**src/rtl/mvm_seq_ctrl.sv**
```systemverilog
// Batch matrix-vector read sequencer: walks w (inner), r, b (outer), issues one
// vector/matrix read per non-stalled cycle and delays accumulator flags by RD_LAT.
module mvm_seq_ctrl #(
  parameter int VEC_ADDRW = 4,
  parameter int MAT_ADDRW = 5,
  parameter int BATCHW    = 3,
  parameter int RD_LAT    = 2,
  localparam int VEC_SIZEW = VEC_ADDRW + 1,
  localparam int MAT_SIZEW = MAT_ADDRW + 1
) (
  input  logic                 clk,
  input  logic                 rst,
  input  logic                 start,
  input  logic                 stall,
  input  logic [VEC_ADDRW-1:0] vec_start_addr,
  input  logic [VEC_SIZEW-1:0] vec_num_words,
  input  logic [MAT_ADDRW-1:0] mat_start_addr,
  input  logic [MAT_SIZEW-1:0] mat_num_rows_per_olane,
  input  logic [BATCHW-1:0]    num_vecs,
  output logic                 rd_en,
  output logic [VEC_ADDRW-1:0] vec_raddr,
  output logic [MAT_ADDRW-1:0] mat_raddr,
  output logic                 acc_valid,
  output logic                 accum_first,
  output logic                 accum_last,
  output logic [BATCHW-1:0]    out_batch,
  output logic                 busy,
  output logic                 done
);

  localparam int DCW = (RD_LAT < 1) ? 1 : $clog2(RD_LAT + 1);

  typedef enum logic [1:0] {S_IDLE = 2'd0, S_RUN = 2'd1, S_DRAIN = 2'd2} state_t;

  state_t               r_state;
  logic [VEC_SIZEW-1:0] r_n;
  logic [MAT_SIZEW-1:0] r_rnum;
  logic [BATCHW-1:0]    r_bnum;
  logic [MAT_ADDRW-1:0] r_mat_start;
  logic [VEC_SIZEW-1:0] r_w;
  logic [MAT_SIZEW-1:0] r_r;
  logic [BATCHW-1:0]    r_b;
  logic [VEC_ADDRW-1:0] r_vbase;
  logic [MAT_ADDRW-1:0] r_mrow;
  logic [DCW-1:0]       r_drain_cnt;
  logic                 r_rd_en;
  logic [VEC_ADDRW-1:0] r_vec_raddr;
  logic [MAT_ADDRW-1:0] r_mat_raddr;
  logic                 r_busy;
  logic                 r_done;
  logic                 r_iss_first;
  logic                 r_iss_last;
  logic [BATCHW-1:0]    r_iss_batch;
  logic [RD_LAT-1:0]    r_pv;
  logic [RD_LAT-1:0]    r_pf;
  logic [RD_LAT-1:0]    r_pl;
  logic [BATCHW-1:0]    r_pb [RD_LAT];

  // In IDLE the element to issue is (0,0,0) taken straight from the config inputs,
  // so the first read goes out in the cycle right after start is sampled.
  logic                 w_idle;
  logic [VEC_SIZEW-1:0] w_n;
  logic [MAT_SIZEW-1:0] w_rnum;
  logic [BATCHW-1:0]    w_bnum;
  logic [MAT_ADDRW-1:0] w_mstart;
  logic [VEC_SIZEW-1:0] w_cw;
  logic [MAT_SIZEW-1:0] w_cr;
  logic [BATCHW-1:0]    w_cb;
  logic [VEC_ADDRW-1:0] w_vbase;
  logic [MAT_ADDRW-1:0] w_mrow;
  logic                 w_w_end;
  logic                 w_r_end;
  logic                 w_b_end;
  logic                 w_final;
  logic                 w_cfg_zero;
  logic                 w_issue;
  logic [VEC_ADDRW-1:0] w_vec_addr;
  logic [MAT_ADDRW-1:0] w_mat_addr;

  assign w_idle     = (r_state == S_IDLE);
  assign w_n        = w_idle ? vec_num_words          : r_n;
  assign w_rnum     = w_idle ? mat_num_rows_per_olane : r_rnum;
  assign w_bnum     = w_idle ? num_vecs               : r_bnum;
  assign w_mstart   = w_idle ? mat_start_addr         : r_mat_start;
  assign w_cw       = w_idle ? '0                     : r_w;
  assign w_cr       = w_idle ? '0                     : r_r;
  assign w_cb       = w_idle ? '0                     : r_b;
  assign w_vbase    = w_idle ? vec_start_addr         : r_vbase;
  assign w_mrow     = w_idle ? mat_start_addr         : r_mrow;
  assign w_w_end    = (w_cw == w_n - VEC_SIZEW'(1));
  assign w_r_end    = (w_cr == w_rnum - MAT_SIZEW'(1));
  assign w_b_end    = (w_cb == w_bnum - BATCHW'(1));
  assign w_final    = w_w_end & w_r_end & w_b_end;
  assign w_cfg_zero = (vec_num_words == '0) | (mat_num_rows_per_olane == '0) | (num_vecs == '0);
  assign w_issue    = (w_idle & start & ~w_cfg_zero) | ((r_state == S_RUN) & ~stall);
  assign w_vec_addr = w_vbase + VEC_ADDRW'(w_cw);
  assign w_mat_addr = w_mrow + MAT_ADDRW'(w_cw);

  always_ff @(posedge clk) begin
    if (rst) begin
      r_state     <= S_IDLE;
      r_n         <= '0;
      r_rnum      <= '0;
      r_bnum      <= '0;
      r_mat_start <= '0;
      r_w         <= '0;
      r_r         <= '0;
      r_b         <= '0;
      r_vbase     <= '0;
      r_mrow      <= '0;
      r_drain_cnt <= '0;
      r_rd_en     <= 1'b0;
      r_vec_raddr <= '0;
      r_mat_raddr <= '0;
      r_busy      <= 1'b0;
      r_done      <= 1'b0;
      r_iss_first <= 1'b0;
      r_iss_last  <= 1'b0;
      r_iss_batch <= '0;
    end else begin
      r_done      <= 1'b0;
      r_rd_en     <= 1'b0;
      r_iss_first <= 1'b0;
      r_iss_last  <= 1'b0;
      r_iss_batch <= '0;
      case (r_state)
        S_IDLE: begin
          if (start) begin
            r_n         <= vec_num_words;
            r_rnum      <= mat_num_rows_per_olane;
            r_bnum      <= num_vecs;
            r_mat_start <= mat_start_addr;
            if (w_cfg_zero) r_done <= 1'b1;
          end
        end
        S_RUN: ;
        S_DRAIN: begin
          // Last issue plus RD_LAT cycles: busy covers the final acc_valid cycle.
          if (r_drain_cnt == DCW'(RD_LAT)) begin
            r_state <= S_IDLE;
            r_busy  <= 1'b0;
            r_done  <= 1'b1;
          end else begin
            r_drain_cnt <= r_drain_cnt + DCW'(1);
          end
        end
        default: r_state <= S_IDLE;
      endcase

      if (w_issue) begin
        r_rd_en     <= 1'b1;
        r_busy      <= 1'b1;
        r_vec_raddr <= w_vec_addr;
        r_mat_raddr <= w_mat_addr;
        r_iss_first <= (w_cw == '0);
        r_iss_last  <= w_w_end;
        r_iss_batch <= w_cb;
        r_r         <= w_cr;
        r_b         <= w_cb;
        r_vbase     <= w_vbase;
        r_mrow      <= w_mrow;
        if (w_final) begin
          r_state     <= S_DRAIN;
          r_drain_cnt <= '0;
        end else begin
          r_state <= S_RUN;
        end
        if (!w_w_end) begin
          r_w <= w_cw + VEC_SIZEW'(1);
        end else begin
          r_w <= '0;
          if (!w_r_end) begin
            r_r    <= w_cr + MAT_SIZEW'(1);
            r_mrow <= w_mrow + MAT_ADDRW'(w_n);
          end else begin
            r_r     <= '0;
            r_mrow  <= w_mstart;
            r_b     <= w_cb + BATCHW'(1);
            r_vbase <= w_vbase + VEC_ADDRW'(w_n);
          end
        end
      end
    end
  end

  // Flag pipe advances every cycle, so stalled cycles travel down as bubbles.
  always_ff @(posedge clk) begin
    if (rst) begin
      r_pv <= '0;
      r_pf <= '0;
      r_pl <= '0;
      for (int i = 0; i < RD_LAT; i++) r_pb[i] <= '0;
    end else begin
      r_pv[0] <= r_rd_en;
      r_pf[0] <= r_iss_first;
      r_pl[0] <= r_iss_last;
      r_pb[0] <= r_iss_batch;
      for (int i = 1; i < RD_LAT; i++) begin
        r_pv[i] <= r_pv[i-1];
        r_pf[i] <= r_pf[i-1];
        r_pl[i] <= r_pl[i-1];
        r_pb[i] <= r_pb[i-1];
      end
    end
  end

  assign rd_en       = r_rd_en;
  assign vec_raddr   = r_vec_raddr;
  assign mat_raddr   = r_mat_raddr;
  assign busy        = r_busy;
  assign done        = r_done;
  assign acc_valid   = r_pv[RD_LAT-1];
  assign accum_first = r_pf[RD_LAT-1];
  assign accum_last  = r_pl[RD_LAT-1];
  assign out_batch   = r_pb[RD_LAT-1];

endmodule

```
**config.mk**
```make
export PLATFORM = sky130hd
export DESIGN_NAME = mvm_seq_ctrl
export DESIGN_NICKNAME = d
export VERILOG_FILES = /design/src/rtl/mvm_seq_ctrl.sv
export SDC_FILE = /design/constraint.sdc
export NUM_CORES = 1
export LEC_CHECK = 0
export BUFFER_PORTS_ARGS = -buffer_cell sky130_fd_sc_hd__clkbuf_2
export CAP_MARGIN = 20
export CORE_MARGIN = 2
export CORE_UTILIZATION = 59
export CTS_CLUSTER_DIAMETER = 100
export DETAILED_ROUTE_END_ITERATION = 10
export GPL_TIMING_DRIVEN = 0
export PLACE_DENSITY = 0.85
export SETUP_SLACK_MARGIN = 0.4
export SYNTH_ARGS = -nofsm -noshare
export SYNTH_HDL_FRONTEND = slang
export SYNTH_SLANG_ARGS = --single-unit
```
**constraint.sdc**
```tcl
create_clock -name clk -period 4.71 [get_ports clk]
set_clock_uncertainty 0.05 [all_clocks]
set_input_delay 0.2355 -clock clk [delete_from_list [all_inputs] [get_ports clk]]
set_output_delay 0.2355 -clock clk [all_outputs]
set_load 0.05 [all_outputs]
```
==> results of run 1 <==
-- flip-flops by register name, summed over array words and instances (netlist names), 5 cells and up --
| register | flops |
|---|---|
| r_r | 6 |
| r_rnum | 6 |
| r_n | 5 |
| mat_raddr | 5 |
| r_w | 5 |
| r_mat_start | 5 |
| r_pb | 6 |
| r_mrow | 5 |
-- critical path, stage by stage, from the launching register on --
cell      delay [ps]
dfxtp_1          420
nor2_4           260
clkbuf_2         330
clkbuf_2         320
clkbuf_4         320
mux2i_1          220
ha_1             270
xnor2_1          130
nor3_1           130
a31oi_1           80
or4_1            590
nor3_4           400
and3_1           220
mux2_1           310
-- area by class of cell --
class,instances,area share
clock inverters,7,0.0118
multi-input cells,415,0.537
well taps,99,0.0250
flip-flops and latches,75,0.302
repair buffers,46,0.0479
clock buffers,9,0.0250
inverters,20,0.0151
plain buffers,36,0.0355
-- cell families after synthesis --
group / Yosys count / synth area share
and+or+nand+nor: 200 / 0.218
AOI/OAI and AO/OA: 138 / 0.198
DFF: 75 / 0.342
buffers and inverters: 56 / 0.0555
xor gates and xnor gates: 33 / 0.0658
adders and majority gates: 26 / 0.0791
muxes: 18 / 0.0418
-- per-layer routing --
layer  global-route usage  routed length, um  vias to the layer above
li1                     -                  -                     2021
met4                0.192                719                        0
met5                    0                  0                        -
met2                0.508               5750                      251
met1                0.412               5200                     2031
met3               0.0776               1220                       64
-- cell usage in the layout, fill, tap and decap left out, types with 12 or more instances in the layout --
master    instances
dfxtp_1          75
nand3_1          17
xnor2_1          26
nor2b_1          12
nand2_1          85
nor2_1           23
clkbuf_2         46
inv_1            19
o21ai_0          23
mux2i_1          15
clkbuf_1         20
a21oi_1          59
ha_1             23
nor3_1           20
and2_1           12
-- power by group --
part / switching [mW] / leakage [nW] / internal, mW / total, mW
registers: 0.0269 / 0.612 / 0.668 / 0.695
logic: 0.268 / 1.44 / 0.139 / 0.407
clock network: 0.278 / 0.0868 / 0.198 / 0.477
-- repair_timing --
| item | CTS | global route |
|---|---|---|
| endpoints found under the setup margin | 27 | 20 |
| pin swaps | 0 | 1 |
| endpoints found under the hold margin | 0 | 0 |
| resized for setup | 4 | 6 |
| buffers inserted | 0 | 3 |
-- metrics by stage --
step	utilization	hold slack [ps]	setup slack [ps]	std cells
6_report	0.688	62.4	549	707
5_1_grt	0.688	71.8	365	707
4_1_cts	0.683	63.7	402	704
3_5_place_dp	0.656	374	-182	688
3_3_place_gp	0.656	365	-109	688
2_1_floorplan	-	321	906	546
-- final timing paths --
kind / startpoint / cells past startpoint / to
setup / recovery: r_state[0] / 13 / r_b[2]
hold / removal: mat_num_rows_per_olane[4] / 3 / r_rnum[4]
setup reg to reg: r_state[0] / 13 / r_b[2]
hold reg to reg: r_pv[0] / 1 / r_pv[1]
==> results.md, run 1 <==
* Static leakage at 2.14 nW
* Cell area after synthesis at 4400 um^2
* Antenna Nets Post-Route at 0
* Post-synth EDFFs at 0
* Worst Path Required at 4920 ps
* Synthesized instance count at 546
* HPWL Detailed at 9110 um
* Max-cap viol count at 0
* Clk_lat worst skew at 360 ps
* Synth area leader: dfxtp_1
* Final WL at 12900 um
* Setup_tns at 0 ps
* Slew margin rel. at 0.369
* Fillers at 607
* HP Class: in2reg
* Hold buffers post-CTS at 0
* Crit path DAT at 4370 ps
* Synth cell types at 61
* Fin crit share at 0.883
* Vias in the first global route at 4295
* Main flop type after synthesis: dfxtp_1
* Die Ht at 90.3 um
* Worst Max-Slew Pin Slew at 932 ps
* CTS root buffer: clkbuf_8
* Yosys warnings at 0
* RSZ-0062 raised after global routing: true
* Placement row count at 31
* Die W at 90.3 um
* Initial DRT Pass Iterations at 5
* Final min period at 4160 ps
* Number of diodes at 0
* First-iteration detailed-routing DRC count at 428
* Nets@finish at 656
* First-pass GRT wire length at 21100 um
* CTS tree: built
* Starting density of the core at 0.609
* Final Power at 1.58 mW
* Final Hold Viols at 0
* Max-slew violations at 0
* Max VDD drop at 0.184 mV
* Clock Path Buffers at 2
* Grt total ovfl at 0
* Vias at 4367
* Drt drc at 0
* Synth area leaders: dfxtp_1 (34%), nand2_1 (7.3%), a21oi_1 (6.7%)
* Cts bufs inserted at 9
* Vias per cell at 6.18
* FF+latch count, synth at 75
* Syn-to-layout area delta at 12.9%
* Critical Path Fanout Max at 10
* PortBufs at 43
* R2R Setup Slk at 550 ps
* Post-synthesis sequential area ratio at 0.342
* IO Pins at 45
* Sequential Area at 1500 um^2
* Core area at 7210 um^2
* Setup violators final at 0
* Die area at 8160 um^2
* Worst Setup Start Kind: flip-flop
* Top cell type's share of synthesized area at 0.342
* Placed instance area at 4730 um^2
* Routed length per placed instance at 18.2 um
* GP Congestion at 0.963
* GRT Util Overall at 0.326
* Syn Nets at 599
* Largest net degree at the start of global routing at 16
* Setup CP Type: reg2reg
* Syn_area_per_cell at 8.05 um^2
* Reg clk slew, reported paths at 90 ps
* Fmax at 240 MHz
* Commonest cells in the netlist: nand2_1 (85), dfxtp_1 (75), a21oi_1 (59)
* Combined area of the multi-input logic cells at 2670 um^2
* Layout cells sized above 1 at 0.145
* Post-synth ARST share at 0
* Initial antenna violation count at 0
* Crit end category: flip-flop
* CTS Sinks at 75
* Cell area after layout at 4960 um^2
* H-tree levels at 3
* Count leader, synth: nand2_1
* Status: completed
* Power density cells at 318 nW/um^2
(Power assumes the default switching activity.)
==> run 2: changes to the inputs <==
Settings changed: BUFFER_PORTS_ARGS -buffer_cell sky130_fd_sc_hd__clkbuf_2 to -buffer_cell sky130_fd_sc_hd__buf_4.
==> results.md, run 2 (synthesis results as in run 1) <==
* Layout cells sized above 1 at 0.142 (-0.00306)
* Max-cap viol count at 0 (unchanged)
* CTS tree: built
* Critical Path Most Common Cell: clkbuf_2
* Placed cell count at 688 (unchanged)
* CP delay by family, top: simple AND/OR/NAND/NOR gates
* Worst Path Required at 4900 ps (-20 ps)
* Hold_ws at 84.2 ps (+21.9 ps)
* Nets@finish at 655 (-0.15%)
* Clk_lat worst skew at 360 ps (about the same)
* Die area at 8160 um^2 (unchanged)
* Most frequent cells in the layout: nand2_1 (85), dfxtp_1 (75), a21oi_1 (59)
* First-pass GRT wire length at 20800 um (-1.6%)
* IO Pins at 45 (unchanged)
* Fin crit share at 0.914 (+0.0305)
* Placed instance area at 4840 um^2 (+2.3%)
* Crit-path slowest cell: or4_1
* Placement row count at 31 (unchanged)
* Util after Layout at 0.703 (+0.0154)
* Fmax at 232 MHz (-3.3%)
* Reg clk slew, reported paths at 90 ps (about the same)
* Max-slew violations at 0 (unchanged)
* CTS root buffer: clkbuf_8
* Initial DRT Pass Iterations at 5 (unchanged)
* PortBufs at 43 (unchanged)
* Clock Path Buffers at 2 (unchanged)
* Slowest stage delay, CP at 590 ps (about the same)
* Final WL at 12900 um (+0.36%)
* Slew margin rel. at 0.341 (-0.0279)
* Drt drc at 0 (unchanged)
* H-tree levels at 3 (unchanged)
* Setup_tns at 0 ps (unchanged)
* GP Congestion at 1.00 (+4.2%)
* Cts bufs inserted at 9 (unchanged)
* Grt total ovfl at 0 (unchanged)
* Die W at 90.3 um (unchanged)
* Commonest non-fill, non-tap cell in the layout: nand2_1
* CTS Sinks at 75 (unchanged)
* Final min period at 4300 ps (+144 ps)
* Fin cells at 706 (-0.14%)
* Worst Setup Start Kind: flip-flop
* Vias in the first global route at 4204 (-2.1%)
* Crit-path cells: nor2_4, clkbuf_2, clkbuf_2, clkbuf_2, mux2i_1, ha_1, xnor2_1, nor3_1, a31oi_1, or4_1, nor3_4, and3_1, mux2_1
* GRT Util Overall at 0.324 (-0.00213)
* Crit path DAT at 4500 ps (+130 ps)
* Static leakage at 2.17 nW (+1.6%)
* Worst path bufs/invs at 3 (unchanged)
* Status: completed
* Worst Max-Slew Pin Slew at 973 ps (+41.2 ps)
* Power density cells at 319 nW/um^2 (+0.42%)
* Syn-to-layout area delta at 15.5%
* First-iteration detailed-routing DRC count at 389 (-9.1%)
* Antenna Nets Post-Route at 0 (unchanged)
* Max VDD drop at 0.190 mV (+3.0%)
* Hold buffers post-CTS at 0 (unchanged)
* Vias at 4311 (-1.3%)
* Initial antenna violation count at 0 (unchanged)
* Final Hold Viols at 0 (unchanged)
* Number of diodes at 0 (unchanged)
* RSZ-0062 raised after global routing: true
* HPWL Detailed at 9230 um (+1.4%)
* Starting density of the core at 0.609 (unchanged)
* Crit end category: flip-flop
* Vias per cell at 6.11 (-1.1%)
* Core area at 7210 um^2 (unchanged)
* Die Ht at 90.3 um (unchanged)
* HP Class: in2reg
* Final worst slack at 406 ps (-144 ps)
* Top Registers: r_pb x6, r_r x6, r_rnum x6
* Setup CP Type: reg2reg
* R2R Setup Slk at 410 ps (-140 ps)
* Largest net degree at the start of global routing at 15 (-1)
* Routed length per placed instance at 18.3 um (+0.50%)
* Setup violators final at 0 (unchanged)
* Final Power at 1.62 mW (+2.7%)
* Placement Setup Slack at -283 ps (-101 ps)
* Cell area after layout at 5070 um^2 (+2.2%)
* Critical Path Fanout Max at 10 (unchanged)
==> run 2: cell types whose count changed in the layout (fill, tap and decap cells not counted) <==
| cell | delta |
|---|---|
| inv_6 | -1 |
| clkbuf_2 | -43 |
| buf_4 | +42 |
| clkinv_2 | +2 |
| clkinvlp_4 | -1 |
| clkbuf_4 | -1 |
| clkbuf_1 | +1 |
| clkinv_4 | -1 |
| bufinv_16 | +1 |
==> run 2: worst reg2reg max path, stage by stage, from the launching register on <==
cell and delay, ps:
dfxtp_1 420, nor2_4 280, clkbuf_2 320, clkbuf_2 310, clkbuf_2 370, mux2i_1 240, ha_1 270, xnor2_1 130
nor3_1 150, a31oi_1 100, or4_1 590, nor3_4 390, and3_1 230, mux2_1 330
==> run 2: layout make-up <==
class                   instances  area [um^2]
plain buffers                  36          173
clock buffers                   9          124
clock inverters                 7         73.8
fillers                       619         2140
inverters                      20         75.1
multi-input cells             415         2670
flip-flops and latches         75         1500
well taps                      99          124
repair buffers                 45          338
==> run 2: final timing paths <==
path | startpoint | to | cells past startpoint
setup / recovery | r_state[0] | r_b[2] | 13
hold reg to reg | r_iss_first | r_pf[0] | 1
setup reg to reg | r_state[0] | r_b[2] | 13
hold / removal | mat_num_rows_per_olane[3] | r_rnum[3] | 3
==> run 2: what timing repair did <==
action / 4_1_cts / 5_1_grt
gates resized for setup: 5 / 1
pin swaps: 0 / 1
setup buffers: 0 / 2
endpoints found under the setup margin: 27 / 6
==> run 2: layer usage <==
layer | GRT usage | vias up | wire length, um
li1 | - | 2017 | -
met1 | 0.419 | 1985 | 5260
met2 | 0.526 | 250 | 5930
met3 | 0.0601 | 59 | 1220
met4 | 0.147 | 0 | 537
met5 | 0 | - | 0
==> run 2: report_power, final <==
group,internal (mW),total [mW],switching [mW]
Clock,0.248,0.510,0.262
Sequential,0.668,0.695,0.0275
Combinational,0.150,0.415,0.265
Total,1.07,1.62,0.555
==> run 3: changes to the inputs <==
Settings changed: RECOVER_POWER set to 100.
==> results.md, run 3 (synthesis results as in run 1) <==
* Routed length per placed instance at 18.3 um (about the same)
* Vias at 4325 (+0.32%)
* Combined area of the multi-input logic cells at 2660 um^2 (-0.28%)
* Slew margin rel. at -0.000770 (-0.342)
* Final Hold Viols at 0 (unchanged)
* Syn-to-layout area delta at 13.5%
* CTS tree: built
* Drt drc at 0 (unchanged)
* Sequential Area at 1500 um^2 (unchanged)
* PortBufs at 43 (unchanged)
* Vias in the first global route at 4204 (unchanged)
* First-pass GRT wire length at 20800 um (unchanged)
* FF-to-FF End: r_r[5]
* Clock power frac at 0.319 (+0.004)
* Final Power at 1.61 mW (-0.45%)
* Worst R2R Path Depth at 14 (+1)
* Setup CP Type: reg2reg
* Largest net degree at the start of global routing at 15 (unchanged)
* Status: finished, violations left
* Fmax at 228 MHz (-2.0%)
* Critical Path Fanout Max at 10 (unchanged)
* Die area at 8160 um^2 (unchanged)
* GRT Util Overall at 0.324 (unchanged)
* Sw frac at 0.346 (+0.00311)
* Initial DRT Pass Iterations at 7 (+2)
* P_int at 1.06 mW (-0.92%)
* Fin cells at 706 (unchanged)
* R2R Setup Slk at 320 ps (-90 ps)
* Final min period at 4390 ps (+87.9 ps)
* Antenna Nets Post-Route at 0 (unchanged)
* Util after Layout at 0.692 (-0.0118)
* Setup violators final at 0 (unchanged)
* Max-slew violations at 1 (+1)
* Layout cells sized above 1 at 0.102 (-0.0395)
* Clk_lat worst skew at 360 ps (about the same)
* Failing checks: capacitance limit, slew limit
* Worst Path Required at 4880 ps (-20 ps)
* Switching power at 0.558 mW (+0.45%)
* Commonest non-fill, non-tap cell in the layout: nand2_1
* Placement row count at 31 (unchanged)
* Max VDD drop at 0.188 mV (-1.1%)
* Hold path startpoint: mat_num_rows_per_olane[3]
* Nets@finish at 655 (unchanged)
* Number of diodes at 0 (unchanged)
* Final WL at 12900 um (about the same)
* H-tree levels at 3 (unchanged)
* HP Class: in2reg
* Vias per cell at 6.13 (+0.32%)
* HPWL Detailed at 9230 um (unchanged)
* Crit end category: flip-flop
* Most frequent cells in the layout: nand2_1 (85), dfxtp_1 (75), a21oi_1 (59)
* Crit Reg-Reg Startpoint: r_state[0]
* Setup_tns at 0 ps (unchanged)
* IO Pins at 45 (unchanged)
* Crit path DAT at 4560 ps (+60 ps)
* CTS Sinks at 75 (unchanged)
* Part of the power in registers at 0.431 (+0.002)
* First-iteration detailed-routing DRC count at 458 (+18%)
* Top Registers: r_pb x6, r_r x6, r_rnum x6
* Max-cap viol count at 1 (+1)
* Core area at 7210 um^2 (unchanged)
* Fin crit share at 0.933 (+0.0187)
* Initial antenna violation count at 0 (unchanged)
* Worst Setup Start Kind: flip-flop
* Clock Path Buffers at 2 (unchanged)
* Die W at 90.3 um (unchanged)
* Worst Max-Slew Pin Slew at 1480 ps (+509 ps)
* Static leakage at 2.08 nW (-4.4%)
* Cts bufs inserted at 9 (unchanged)
* Worst Hold Endpoint: r_rnum[3]
* Die Ht at 90.3 um (unchanged)
* Starting density of the core at 0.609 (unchanged)
* GP Congestion at 1.00 (unchanged)
* Reg clk slew, reported paths at 90 ps (about the same)
* Placed cell count at 688 (unchanged)
* Power density cells at 323 nW/um^2 (+1.2%)
* CTS root buffer: clkbuf_8
* Gate power share at 0.251 (-0.005)
* RSZ-0062 raised after global routing: true
* Grt total ovfl at 0 (unchanged)
* Fillers at 652 (+5.3%)
* WHS Path Cells at 3 (unchanged)
run 3: changes by cell type in the layout (fill, tap and decap cells not counted), sizes merged:
| cell | delta |
|---|---|
| buf | -24 |
| clkbuf | +24 |
run 3: worst max path at each step:
stage	start	endpoint	slack [ps]	depth (start not counted)
2_1_floorplan	r_state[1]	r_b[2]	910	14
3_3_place_gp	r_state[0]	r_state[1]	-140	13
3_5_place_dp	r_state[0]	r_state[1]	-280	13
4_1_cts	r_state[0]	r_b[2]	440	13
5_1_grt	r_state[0]	r_r[5]	150	14
6_report	r_state[0]	r_r[5]	320	14
run 3: stage by stage:
step | worst slack (ps) | hold WS (ps) | area, um^2
after floorplan | 906 | 321 | 4400
after global placement | -140 | 367 | 4840
after detailed placement | -283 | 378 | 4840
after CTS | 444 | 82.8 | 5050
after global routing | 148 | 92.8 | 4990
final | 318 | 83.9 | 4990
run 3: cell type report:
type                       instances  area share
clock buffer                       9      0.0248
timing repair buffer              45      0.0534
inverter                          20      0.0150
multi-input combinational        415       0.533
buffer                            36      0.0334
clock inverter                     7      0.0148
tap                               99      0.0248
sequential                        75       0.301
run 3: power groups by stage:
stage               registers, mW  logic [mW]  clock network, mW
floorplan                   0.735       0.250                  0
global placement            0.707       0.391                  0
detailed placement          0.708       0.401                  0
CTS                         0.694       0.406              0.518
global route                0.699       0.440              0.540
finish                      0.695       0.404              0.514
run 3: metal layers:
metal / global-route usage / routed length, um / up-vias
li1: - / - / 2018
met1: 0.419 / 5440 / 1978
met2: 0.526 / 5830 / 266
met3: 0.0601 / 1090 / 63
met4: 0.147 / 578 / 0
met5: 0 / 0 / -
run 3: what timing repair did:
| item | CTS | global route |
|---|---|---|
| gates cloned | 0 | 0 |
| setup buffers | 0 | 2 |
| resized for setup | 5 | 1 |
| pin swaps | 0 | 1 |
| hold buffers | 0 | 0 |
| setup endpoints to repair | 27 | 6 |
run 3: critical path, cell delays in order (launching register included):
cell and delay (ps):
dfxtp_1 420, nor2_4 280, clkbuf_2 320, clkbuf_2 310, clkbuf_2 370, mux2i_1 230, ha_1 270, xnor2_1 130
nor3_1 160, a31oi_1 110, nor4_2 440, clkbuf_1 450, a21oi_1 220, a221oi_1 330, o32ai_1 140
